## src/rtl/core_if_prefetch_tag_buff_pkg.sv

```systemverilog
// Shared types and helpers for the IF-stage tagged prefetch buffer.
// Entry layout and the address compare used by storage and lookup.
package core_if_buff_pkg;

  localparam int CORE_IF_ADDR_W = 32;
  localparam int CORE_IF_DATA_W = 32;

  typedef struct packed {
    logic                      valid;
    logic [CORE_IF_ADDR_W-1:0] addr;
    logic [CORE_IF_DATA_W-1:0] data;
  } entry_t;

  // Equal above the ignored low bits.
  function automatic logic addr_match(
    input logic [CORE_IF_ADDR_W-1:0] a,
    input logic [CORE_IF_ADDR_W-1:0] b,
    input int                        lsb_ign
  );
    logic [CORE_IF_ADDR_W-1:0] mask;
    mask = '1;
    mask = mask << lsb_ign;
    return ((a ^ b) & mask) == '0;
  endfunction

endpackage

```

## src/rtl/core_if_prefetch_tag_buff_if.sv

```systemverilog
// Bus bundle between fetch logic and the prefetch tag buffer.
// master drives push/flush/inv/lookup, slave returns results.
interface core_if_prefetch_tag_buff_if
  import core_if_buff_pkg::*;
#(
  parameter int DEPTH  = 4,
  parameter int ADDR_W = CORE_IF_ADDR_W,
  parameter int DATA_W = CORE_IF_DATA_W
);

  logic                            write;
  logic [ADDR_W-1:0]               addr;
  logic [DATA_W-1:0]               data;
  logic                            flush;
  logic                            inv;
  logic [ADDR_W-1:0]               inv_addr;
  logic                            lookup;
  logic [ADDR_W-1:0]               lookup_addr;

  logic                            hit_valid;
  logic                            hit;
  logic [$clog2(DEPTH)-1:0]        hit_idx;
  logic [DATA_W-1:0]               hit_data;
  logic [$clog2(DEPTH+1)-1:0]      count;
  logic [DEPTH-1:0]                all_valid;
  logic [DEPTH-1:0][ADDR_W-1:0]    all_addr;
  logic [DEPTH-1:0][DATA_W-1:0]    all_data;

  modport master (
    output write, addr, data,
    output flush, inv, inv_addr,
    output lookup, lookup_addr,
    input  hit_valid, hit, hit_idx,
    input  hit_data, count,
    input  all_valid, all_addr, all_data
  );

  modport slave (
    input  write, addr, data,
    input  flush, inv, inv_addr,
    input  lookup, lookup_addr,
    output hit_valid, hit, hit_idx,
    output hit_data, count,
    output all_valid, all_addr, all_data
  );

endinterface

```

## src/rtl/core_if_prefetch_tag_buff_match.sv

```systemverilog
// Lookup comparator over N candidate entries.
// Lowest matching index wins; outputs are zero on a miss.
module core_if_buff_match
  import core_if_buff_pkg::*;
#(
  parameter int N       = 4,
  parameter int LSB_IGN = 2
) (
  input  logic [CORE_IF_ADDR_W-1:0] key,
  input  entry_t [N-1:0]            cand,
  output logic                      match,
  output logic [$clog2(N)-1:0]      idx,
  output logic [CORE_IF_DATA_W-1:0] data
);

  localparam int IW = $clog2(N);

  // Scan from the top so the lowest hitting index is the last writer.
  always_comb begin
    match = 1'b0;
    idx   = '0;
    data  = '0;
    for (int i = N - 1; i >= 0; i--) begin
      if (cand[i].valid &&
          addr_match(cand[i].addr, key, LSB_IGN)) begin
        match = 1'b1;
        idx   = IW'(i);
        data  = cand[i].data;
      end
    end
  end

endmodule

```

## src/rtl/core_if_prefetch_tag_buff.sv

```systemverilog
// Tagged prefetch buffer for the IF stage: shift-in storage + lookup.
// Optional same-cycle write bypass: define CORE_IF_BUFF_BYPASS_EN.
module core_if_prefetch_tag_buff
  import core_if_buff_pkg::*;
#(
  parameter int DEPTH   = 4,
  parameter int ADDR_W  = CORE_IF_ADDR_W,
  parameter int DATA_W  = CORE_IF_DATA_W,
  parameter int LSB_IGN = 2
) (
  input logic                        clk,
  input logic                        rest,
  core_if_prefetch_tag_buff_if.slave bus
);

  localparam int IW = $clog2(DEPTH);
  localparam int CW = $clog2(DEPTH + 1);
`ifdef CORE_IF_BUFF_BYPASS_EN
  localparam int NC = DEPTH + 1;
`else
  localparam int NC = DEPTH;
`endif
  localparam int MW = $clog2(NC);

  logic [DEPTH-1:0]             vld_q;
  logic [DEPTH-1:0][ADDR_W-1:0] addr_q;
  logic [DEPTH-1:0][DATA_W-1:0] data_q;
  logic [CW-1:0]                count_q;
  logic                         hit_valid_q;
  logic                         hit_q;
  logic [IW-1:0]                hit_idx_q;
  logic [DATA_W-1:0]            hit_data_q;

  entry_t [DEPTH-1:0]           cur;
  entry_t [DEPTH-1:0]           nxt;
  entry_t                       new_ent;
  logic [DEPTH-1:0]             nxt_vld;
  logic [CW-1:0]                cnt_d;
  logic [CORE_IF_ADDR_W-1:0]    inv_key;
  logic [CORE_IF_ADDR_W-1:0]    lk_key;

  entry_t [NC-1:0]              cand;
  logic                         m_hit;
  logic [MW-1:0]                m_idx;
  logic [CORE_IF_DATA_W-1:0]    m_data;
  logic [IW-1:0]                slot_idx;

  assign inv_key = CORE_IF_ADDR_W'(bus.inv_addr);
  assign lk_key  = CORE_IF_ADDR_W'(bus.lookup_addr);

  // Widen stored fields into package entries.
  always_comb begin
    new_ent.valid = 1'b1;
    new_ent.addr  = CORE_IF_ADDR_W'(bus.addr);
    new_ent.data  = CORE_IF_DATA_W'(bus.data);
    for (int i = 0; i < DEPTH; i++) begin
      cur[i].valid = vld_q[i];
      cur[i].addr  = CORE_IF_ADDR_W'(addr_q[i]);
      cur[i].data  = CORE_IF_DATA_W'(data_q[i]);
    end
  end

  // Post-edge storage: flush wins, else shift-in then invalidate old.
  always_comb begin
    nxt = cur;
    if (bus.flush) begin
      for (int i = 0; i < DEPTH; i++) begin
        nxt[i].valid = 1'b0;
      end
    end else begin
      if (bus.write) begin
        for (int i = DEPTH - 1; i > 0; i--) begin
          nxt[i] = cur[i-1];
        end
        nxt[0] = new_ent;
      end
      if (bus.inv) begin
        for (int i = 0; i < DEPTH; i++) begin
          if (!(bus.write && i == 0) &&
              addr_match(nxt[i].addr, inv_key, LSB_IGN)) begin
            nxt[i].valid = 1'b0;
          end
        end
      end
    end
    cnt_d = '0;
    for (int i = 0; i < DEPTH; i++) begin
      nxt_vld[i] = nxt[i].valid;
      cnt_d      = cnt_d + CW'(nxt[i].valid);
    end
  end

  // Lookup candidates: pre-edge slots, optionally fronted by the write.
  always_comb begin
`ifdef CORE_IF_BUFF_BYPASS_EN
    cand[0]       = new_ent;
    cand[0].valid = bus.write & ~bus.flush;
    for (int i = 0; i < DEPTH; i++) begin
      cand[i+1] = cur[i];
    end
`else
    cand = cur;
`endif
  end

  core_if_buff_match #(
    .N       (NC),
    .LSB_IGN (LSB_IGN)
  ) u_match (
    .key   (lk_key),
    .cand  (cand),
    .match (m_hit),
    .idx   (m_idx),
    .data  (m_data)
  );

  // Map candidate index back to slot index; bypass lands in slot 0.
  always_comb begin
`ifdef CORE_IF_BUFF_BYPASS_EN
    if (m_idx == '0) begin
      slot_idx = '0;
    end else begin
      slot_idx = IW'(m_idx - MW'(1));
    end
`else
    slot_idx = IW'(m_idx);
`endif
  end

  // Valid bits, occupancy and lookup result; async clear on reset.
  always_ff @(posedge clk or posedge rest) begin
    if (rest) begin
      vld_q       <= '0;
      count_q     <= '0;
      hit_valid_q <= 1'b0;
      hit_q       <= 1'b0;
      hit_idx_q   <= '0;
      hit_data_q  <= '0;
    end else begin
      vld_q       <= nxt_vld;
      count_q     <= cnt_d;
      hit_valid_q <= bus.lookup;
      hit_q       <= bus.lookup & m_hit;
      hit_idx_q   <= (bus.lookup & m_hit) ? slot_idx : '0;
      hit_data_q  <= (bus.lookup & m_hit) ?
                     DATA_W'(m_data) : '0;
    end
  end

  // Address/data payload is never reset; stale values are harmless.
  always_ff @(posedge clk) begin
    for (int i = 0; i < DEPTH; i++) begin
      addr_q[i] <= ADDR_W'(nxt[i].addr);
      data_q[i] <= DATA_W'(nxt[i].data);
    end
  end

  assign bus.hit_valid = hit_valid_q;
  assign bus.hit       = hit_q;
  assign bus.hit_idx   = hit_idx_q;
  assign bus.hit_data  = hit_data_q;
  assign bus.count     = count_q;
  assign bus.all_valid = vld_q;
  assign bus.all_addr  = addr_q;
  assign bus.all_data  = data_q;

endmodule

```

## src/flat_wrapper.sv

```systemverilog
// flat-port wrapper written by rule: the top's interface ports become plain ports
module core_if_prefetch_tag_buff_flat import core_if_buff_pkg::*;
#(
  parameter int DEPTH   = 4,
  parameter int ADDR_W  = CORE_IF_ADDR_W,
  parameter int DATA_W  = CORE_IF_DATA_W,
  parameter int LSB_IGN = 2
)
  (clk, rest, bus_write, bus_addr, bus_data, bus_flush, bus_inv, bus_inv_addr, bus_lookup, bus_lookup_addr, bus_hit_valid, bus_hit, bus_hit_idx, bus_hit_data, bus_count, bus_all_valid, bus_all_addr, bus_all_data);
  core_if_prefetch_tag_buff_if #(.DEPTH(DEPTH), .ADDR_W(ADDR_W), .DATA_W(DATA_W)) bus_i ();
  input logic clk;
  input logic rest;
  input wire logic [$bits(bus_i.write)-1:0] bus_write;
  input wire logic [$bits(bus_i.addr)-1:0] bus_addr;
  input wire logic [$bits(bus_i.data)-1:0] bus_data;
  input wire logic [$bits(bus_i.flush)-1:0] bus_flush;
  input wire logic [$bits(bus_i.inv)-1:0] bus_inv;
  input wire logic [$bits(bus_i.inv_addr)-1:0] bus_inv_addr;
  input wire logic [$bits(bus_i.lookup)-1:0] bus_lookup;
  input wire logic [$bits(bus_i.lookup_addr)-1:0] bus_lookup_addr;
  output wire logic [$bits(bus_i.hit_valid)-1:0] bus_hit_valid;
  output wire logic [$bits(bus_i.hit)-1:0] bus_hit;
  output wire logic [$bits(bus_i.hit_idx)-1:0] bus_hit_idx;
  output wire logic [$bits(bus_i.hit_data)-1:0] bus_hit_data;
  output wire logic [$bits(bus_i.count)-1:0] bus_count;
  output wire logic [$bits(bus_i.all_valid)-1:0] bus_all_valid;
  output wire logic [$bits(bus_i.all_addr)-1:0] bus_all_addr;
  output wire logic [$bits(bus_i.all_data)-1:0] bus_all_data;
  assign bus_i.write = bus_write;
  assign bus_i.addr = bus_addr;
  assign bus_i.data = bus_data;
  assign bus_i.flush = bus_flush;
  assign bus_i.inv = bus_inv;
  assign bus_i.inv_addr = bus_inv_addr;
  assign bus_i.lookup = bus_lookup;
  assign bus_i.lookup_addr = bus_lookup_addr;
  assign bus_hit_valid = bus_i.hit_valid;
  assign bus_hit = bus_i.hit;
  assign bus_hit_idx = bus_i.hit_idx;
  assign bus_hit_data = bus_i.hit_data;
  assign bus_count = bus_i.count;
  assign bus_all_valid = bus_i.all_valid;
  assign bus_all_addr = bus_i.all_addr;
  assign bus_all_data = bus_i.all_data;
  core_if_prefetch_tag_buff #(.DEPTH(DEPTH), .ADDR_W(ADDR_W), .DATA_W(DATA_W), .LSB_IGN(LSB_IGN)) u_core (.clk(clk), .rest(rest), .bus(bus_i));
endmodule
```

## config.mk

```make
export PLATFORM = sky130hd
export DESIGN_NAME = core_if_prefetch_tag_buff_flat
export DESIGN_NICKNAME = d
export VERILOG_FILES = /design/src/rtl/core_if_prefetch_tag_buff_pkg.sv /design/src/rtl/core_if_prefetch_tag_buff_if.sv /design/src/rtl/core_if_prefetch_tag_buff_match.sv /design/src/rtl/core_if_prefetch_tag_buff.sv /design/src/flat_wrapper.sv
export SDC_FILE = /design/constraint.sdc
export NUM_CORES = 1
export LEC_CHECK = 0
export BUFFER_PORTS_ARGS = -buffer_cell sky130_fd_sc_hd__buf_2
export CORE_MARGIN = 4
export CORE_UTILIZATION = 34
export CTS_BUF_LIST = sky130_fd_sc_hd__clkbuf_8
export DETAILED_ROUTE_END_ITERATION = 7
export PLACE_DENSITY = 0.64
export SLEW_MARGIN = 20
export SYNTH_ARGS = -nofsm -noshare
export SYNTH_HDL_FRONTEND = slang
export SYNTH_SLANG_ARGS = --single-unit
```

## constraint.sdc

```tcl
create_clock -name clk -period 5.3 [get_ports clk]
set_input_delay 0.265 -clock clk [delete_from_list [all_inputs] [get_ports clk]]
set_output_delay 0.265 -clock clk [all_outputs]
set_load 0.005 [all_outputs]
```

==> flow_summary.toml, run 1 <==
[die]
core_area_sq_um = 44510
ios = 433
die_w_um = 221.1
die_area_sq_um = 48880
die_h_um = 221.1
floorplan.initialDensity_pct = 34.69
num_rows = 77

[clocking]
cts_tree = "built"
clkSlewWorstSetupHoldPaths_ns = 0.06
clk_latency_ns = 0.66
postCtsResizedCells = 0
root_buffer = "clkbuf_8"
cts_buffers = 53
htree_levels = 2
cts.sinks = 299
cts_hold_buf = 67
cts_setup_buffers = 0
clock_path_buffers = 3

[sta]
finalSetupTns_ns = 0
min_period_ns = 3.615
slew_headroom_pct = 45.97
finalCritPeriodShare_pct = 68.20
rsz0062_at_grt = "false"
worst_pin_slew_ns = 0.8031
hold_slack_ns = 0.1443
fin_skew_ns = 0.05513
hold_viol = 0
finalSetupViolCount = 0
fmax_mhz = 276.6
finalMaxSlewViolations = 0

[setup_path]
crit_type = "reg2reg"
cp-start-kind = "flip-flop"
crit_required_ns = 5.81
r2r_end = "u_core.bus.count[1]"
end_kind = "flip-flop"
r2r_cells = 11
rr_startpoint = "u_core.bus.all_addr[30]"
crit_fanout = 4
r2r_slack_ns = 1.69
cp.arrival_ns = 4.12

[grt]
grt_pass1_vias = 12180
met1_usage_pct = 27.45
met3_usage_pct = 6.984
antenna_found_initial = 11
grt.busiest_layer = "met2"
met2_usage_pct = 37.24
grt_max_degree = 129
gr-total-overflow = 0
grt_pass1_wl_um = 82630
track_usage_pct = 22.18

[placement]
place.port_buffers = 428
hpwlAfterDp_um = 41750
gp_congestion = 0.9238
placed_cell_area_sq_um = 18170

[min_path]
hold_start = "bus_inv"
worstHoldEndpoint = "u_core.bus.all_valid[3]"
hp-class = "in2reg"
hold_depth = 4

[synthesis]
synth_area_leaders = "edfxtp_1 50%, xnor2_1 8.5%, mux2_2 8.2%, dfrtp_1 7.0%, and2_1 5.3%"
synth_top_cell_area_share_pct = 49.79
synth_common_cells = "256 x edfxtp_1, 149 x xnor2_1, 130 x and2_1, 112 x mux2_2, 71 x xor2_1"
synth_nets = 1356
synthSimpleGateAreaFrac_pct = 12.53
synth-edff-count = 256
synth_top_family_by_area = "simple AND/OR/NAND/NOR gates"
yosysTopAreaCell = "edfxtp_1"
synth_mux_area_share_pct = 11.22
synth-seq-cells = 299
synth-seq-area-share_pct = 56.76
syn_inst = 1219
yosysUniqueCellTypes = 38
synth-adder-area-share_pct = 0.2918
async_flop_share_pct = 14.38
synth_ff_type = "edfxtp_1"
yosysMostFrequentCell = "edfxtp_1"
yosysWarningCount = 0
syn_area_per_cell_sq_um = 12.66
syn_area_sq_um = 15440
synth-compound-area-share_pct = 3.242
yosys.area_share.xor_xnor_pct = 12.48

[finish]
ff_latch_area_sq_um = 8763
multi_input_area_sq_um = 6160
nNetsFinal = 1850
utilization_pct = 44.88
syn_to_final_growth_pct = 29.39
design_area_sq_um = 19980
drive_gt1_share_pct = 37.13
nFillCells = 4201

[power]
power.density_nw_per_um2 = 300.2
vdd_drop_max_mv = 0.1743
leakage_nw = 8.218

[route]
wl_per_cell_um = 24.06
drt_iter0_markers = 1151
dr.pass1.iters = 7
vias = 12010
route.antenna.remaining_nets = 0
avgViaCountPerCell = 5.105
wirelength_um = 56600
drc = 0

[run]
cap_violations = 0

[outcome]
status = "finished clean"
-- through the flow --
| step | std cells | setup WS, ns | power, mW |
|---|---|---|---|
| 2_1_floorplan | 1219 | 0.06967 | 3.323 |
| 3_3_place_gp | 2183 | 1.151 | 3.730 |
| 3_5_place_dp | 2183 | 1.137 | 3.742 |
| 4_1_cts | 2348 | 1.628 | 6.049 |
| 5_1_grt | 2349 | 1.568 | 6.238 |
| 6_report | 2352 | 1.685 | 5.997 |
-- sequential cells by signal, indices dropped and copies added, names as in the netlist, named ones only --
register / count
u_core.bus.hit_idx: 2
u_core.bus.count: 3
u_core.bus.hit_valid: 1
u_core.bus.hit: 1
u_core.bus.all_valid: 4
u_core.bus.all_data: 128
u_core.bus.all_addr: 120
u_core.bus.hit_data: 32
-- final cells by class --
type / count / share of cell area (%)
diodes: 4 / 0.05011
multi-input cells: 794 / 30.83
repair buffers: 514 / 14.90
inverters: 51 / 0.9959
well taps: 592 / 3.708
clock buffers: 69 / 4.754
flip-flops and latches: 299 / 43.87
clock inverters: 29 / 0.8894
-- routing by layer --
layer / vias to the layer above / part of all wire, % / wire length [um]
met5: - / 0.12 / 70
met4: 14 / 2.7 / 1543
met3: 97 / 9.3 / 5275
met2: 587 / 48 / 27390
met1: 5969 / 39 / 22320
li1: 5340 / - / -
-- where the power goes --
group,total (mW),internal [mW],leakage [nW],switching (mW)
Sequential,2.86,2.72,3.06,0.136
Combinational,0.879,0.403,4.52,0.476
Clock,2.26,1.22,0.635,1.04
Total,6.00,4.34,8.22,1.65
-- logic make-up after synthesis --
group,count (synthesis)
and+or+nand+nor,344
DFF,299
xor gates and xnor gates,220
muxes,155
buffers and inverters,126
AOI/OAI and AO/OA,72
adders and majority gates,3
-- worst max-delay path by stage --
| stage | start | end | slack, ns | cells after the start |
|---|---|---|---|---|
| after CTS | u_core.bus.all_addr[15] | u_core.bus.count[1] | 1.63 | 11 |
| final | u_core.bus.all_addr[30] | u_core.bus.count[1] | 1.69 | 11 |
| after global routing | u_core.bus.all_addr[15] | u_core.bus.count[1] | 1.57 | 11 |
| after detailed placement | bus_write | u_core.bus.count[1] | 1.14 | 13 |
| after global placement | bus_write | u_core.bus.count[1] | 1.15 | 13 |
| after floorplan | bus_write | u_core.bus.all_data[0] | 0.07 | 8 |
-- worst max-delay path, cell delays in order (launching register included) --
cell      delay (ns)
edfxtp_1        0.44
mux2_2          0.31
xnor2_1         0.20
nand4_1         0.23
or4_1           0.56
o41ai_1         0.55
a21oi_1         0.17
ha_1            0.29
inv_1           0.05
fa_1            0.39
inv_1           0.07
ha_1            0.22
-- placed cells by master (no fill, tap or decap), types with 43 or more instances in the layout --
master,n
buf_2,427
edfxtp_1,256
xnor2_1,149
and2_1,130
mux2_2,112
xor2_1,71
clkbuf_8,70
inv_1,68
dlygate4sd3_1,67
nand2_1,56
dfrtp_1,43
No activity file was read; power rests on OpenSTA's default activity.
==> run 2: changes to the inputs <==
PLACE_DENSITY = 0.66   (was 0.64)
clock period = 3.3 ns   (was 5.3 ns; I/O delays follow)
==> run 2 against run 1 <==
Clock-buffer cell count fell by 3; cell count increased by 3.1%; die area unchanged; critical endpoint unchanged; largest cell class unchanged; highest routed layer unchanged.
==> flow_summary.toml, run 2 (synthesis results as in run 1) <==
[clocking]
clkSlewWorstSetupHoldPaths_ns = 0.07
clk_latency_ns = 0.66
root_buffer = "clkbuf_8"
cts.sinks = 299
cts_tree = "built"
clock_path_buffers = 3
htree_levels = 2
cts_buffers = 54

[finish]
layout_common_cells = "427 x buf_2, 256 x edfxtp_1, 147 x xnor2_1"
nNetsFinal = 1921
design_area_sq_um = 20670
drive_gt1_share_pct = 39.89
nFillCells = 4127
layout_commonest_cell = "buf_2"
largest_register_ffs = 128
syn_to_final_growth_pct = 33.89

[sta]
hold_slack_ns = 0.09946
hold_viol = 0
finalSetupViolCount = 0
fmax_mhz = 317.7
min_period_ns = 3.147
slew_headroom_pct = 49.54
finalCritPeriodShare_pct = 95.38
worst_pin_slew_ns = 0.7550
finalMaxSlewViolations = 0
fin_skew_ns = 0.04106

[die]
die_area_sq_um = 48880
ios = 433
die_h_um = 221.1
num_rows = 77
die_w_um = 221.1
floorplan.initialDensity_pct = 34.69
core_area_sq_um = 44510

[route]
dr.pass1.iters = 5
wirelength_um = 58750
vias = 12370
wl_per_cell_um = 24.24
avgViaCountPerCell = 5.104
drc = 0
drt_iter0_markers = 1131
route.antenna.remaining_nets = 0

[grt]
antenna_found_initial = 6
gr-total-overflow = 0
grt_max_degree = 83
grt_pass1_vias = 12900
grt_pass1_wl_um = 86020
track_usage_pct = 23.13

[setup_path]
r2r_slack_ns = 0.15
crit_fanout = 3
cp.arrival_ns = 3.69
cpPeakStageDelay_ns = 0.45
cp-start-kind = "flip-flop"
worstPathCellList = "buf_6 > mux2_2 > xnor2_1 > nor4_1 > buf_4 > nand4_1 > o41ai_2 > a21oi_2 > ha_1 > inv_1 > fa_1 > inv_1 > ha_1"
crit_required_ns = 3.84
r2r_end = "u_core.bus.count[1]"
rr_startpoint = "u_core.bus.all_addr[20]"
r2r_cells = 13
path_delay_family = "adder cells"
crit_type = "reg2reg"
end_kind = "flip-flop"
critPathBufInv = 4
crit_slowest_cell = "o41ai_2"

[placement]
place.port_buffers = 428
placed_cell_area_sq_um = 18770
gp_congestion = 0.9413
hpwlAfterDp_um = 44740

[min_path]
hp-class = "in2async"

[power]
power.density_nw_per_um2 = 474.9
leakage_nw = 8.615
vdd_drop_max_mv = 0.3079

[outcome]
status = "finished clean"

[run]
cap_violations = 0
[run 2: worst max path at each step]
| stage | start | end | slack [ns] | cells past startpoint |
|---|---|---|---|---|
| after floorplan | bus_write | u_core.bus.all_data[0] | 0.001 | 8 |
| after global placement | bus_write | u_core.bus.count[1] | -0.23 | 12 |
| after detailed placement | bus_write | u_core.bus.count[1] | -0.21 | 12 |
| after CTS | u_core.bus.all_addr[9] | u_core.bus.count[1] | 0.02 | 11 |
| after global routing | u_core.bus.all_addr[20] | u_core.bus.count[1] | -0.003 | 13 |
| final | u_core.bus.all_addr[20] | u_core.bus.count[1] | 0.15 | 13 |
[run 2: area by class of cell]
cell class | count | area [sq um] | area share, %
Inverter | 51 | 193.9 | 0.9382
Timing Repair Buffer | 584 | 3621 | 17.52
Clock buffer | 66 | 908.4 | 4.394
Tap cell | 592 | 740.7 | 3.583
Clock inverter | 36 | 229.0 | 1.108
Sequential cell | 299 | 8763 | 42.39
Antenna cell | 2 | 5.005 | 0.02421
Multi-Input combinational cell | 794 | 6210 | 30.04
[run 2: routing by layer]
layer	global-route usage (%)	up-vias	wire length [um]
met5	0	-	41
met4	7.711	6	1993
met3	6.679	125	5426
met2	39.16	686	28350
met1	28.53	6067	22940
li1	-	5487	-
[run 2: report_power, final]
part           internal (mW)  leakage (nW)  switching, mW
combinational          0.726          4.92          0.836
sequential              4.37          3.06          0.196
clock                   1.98         0.635           1.71
total                   7.07          8.62           2.74
[run 2: tightest hold or removal path: stages]
cell and delay [ns]:
dlygate4sd3_1 0.54, buf_2 0.13, inv_2 0.36
[run 2: what timing repair did]
item	4_1_cts	5_1_grt
resized for setup	2	6
pin swaps	0	6
setup endpoints to repair	1	3
hold buffers	68	0
endpoints found under the hold margin	89	0
buffers inserted	0	3
[run 2: metrics by stage]
stage	setup WS (ns)	total power [mW]	std cells	setup TNS [ns]	utilization [%]
global route	-0.002889	10.19	2423	-0.002889	46.44
CTS	0.02248	9.875	2419	0	46.29
finish	0.1526	9.816	2424	0	46.44
global placement	-0.2314	6.094	2249	-0.3915	42.17
detailed placement	-0.2123	6.108	2249	-0.3664	42.17
floorplan	0.001168	5.340	1219	0	-
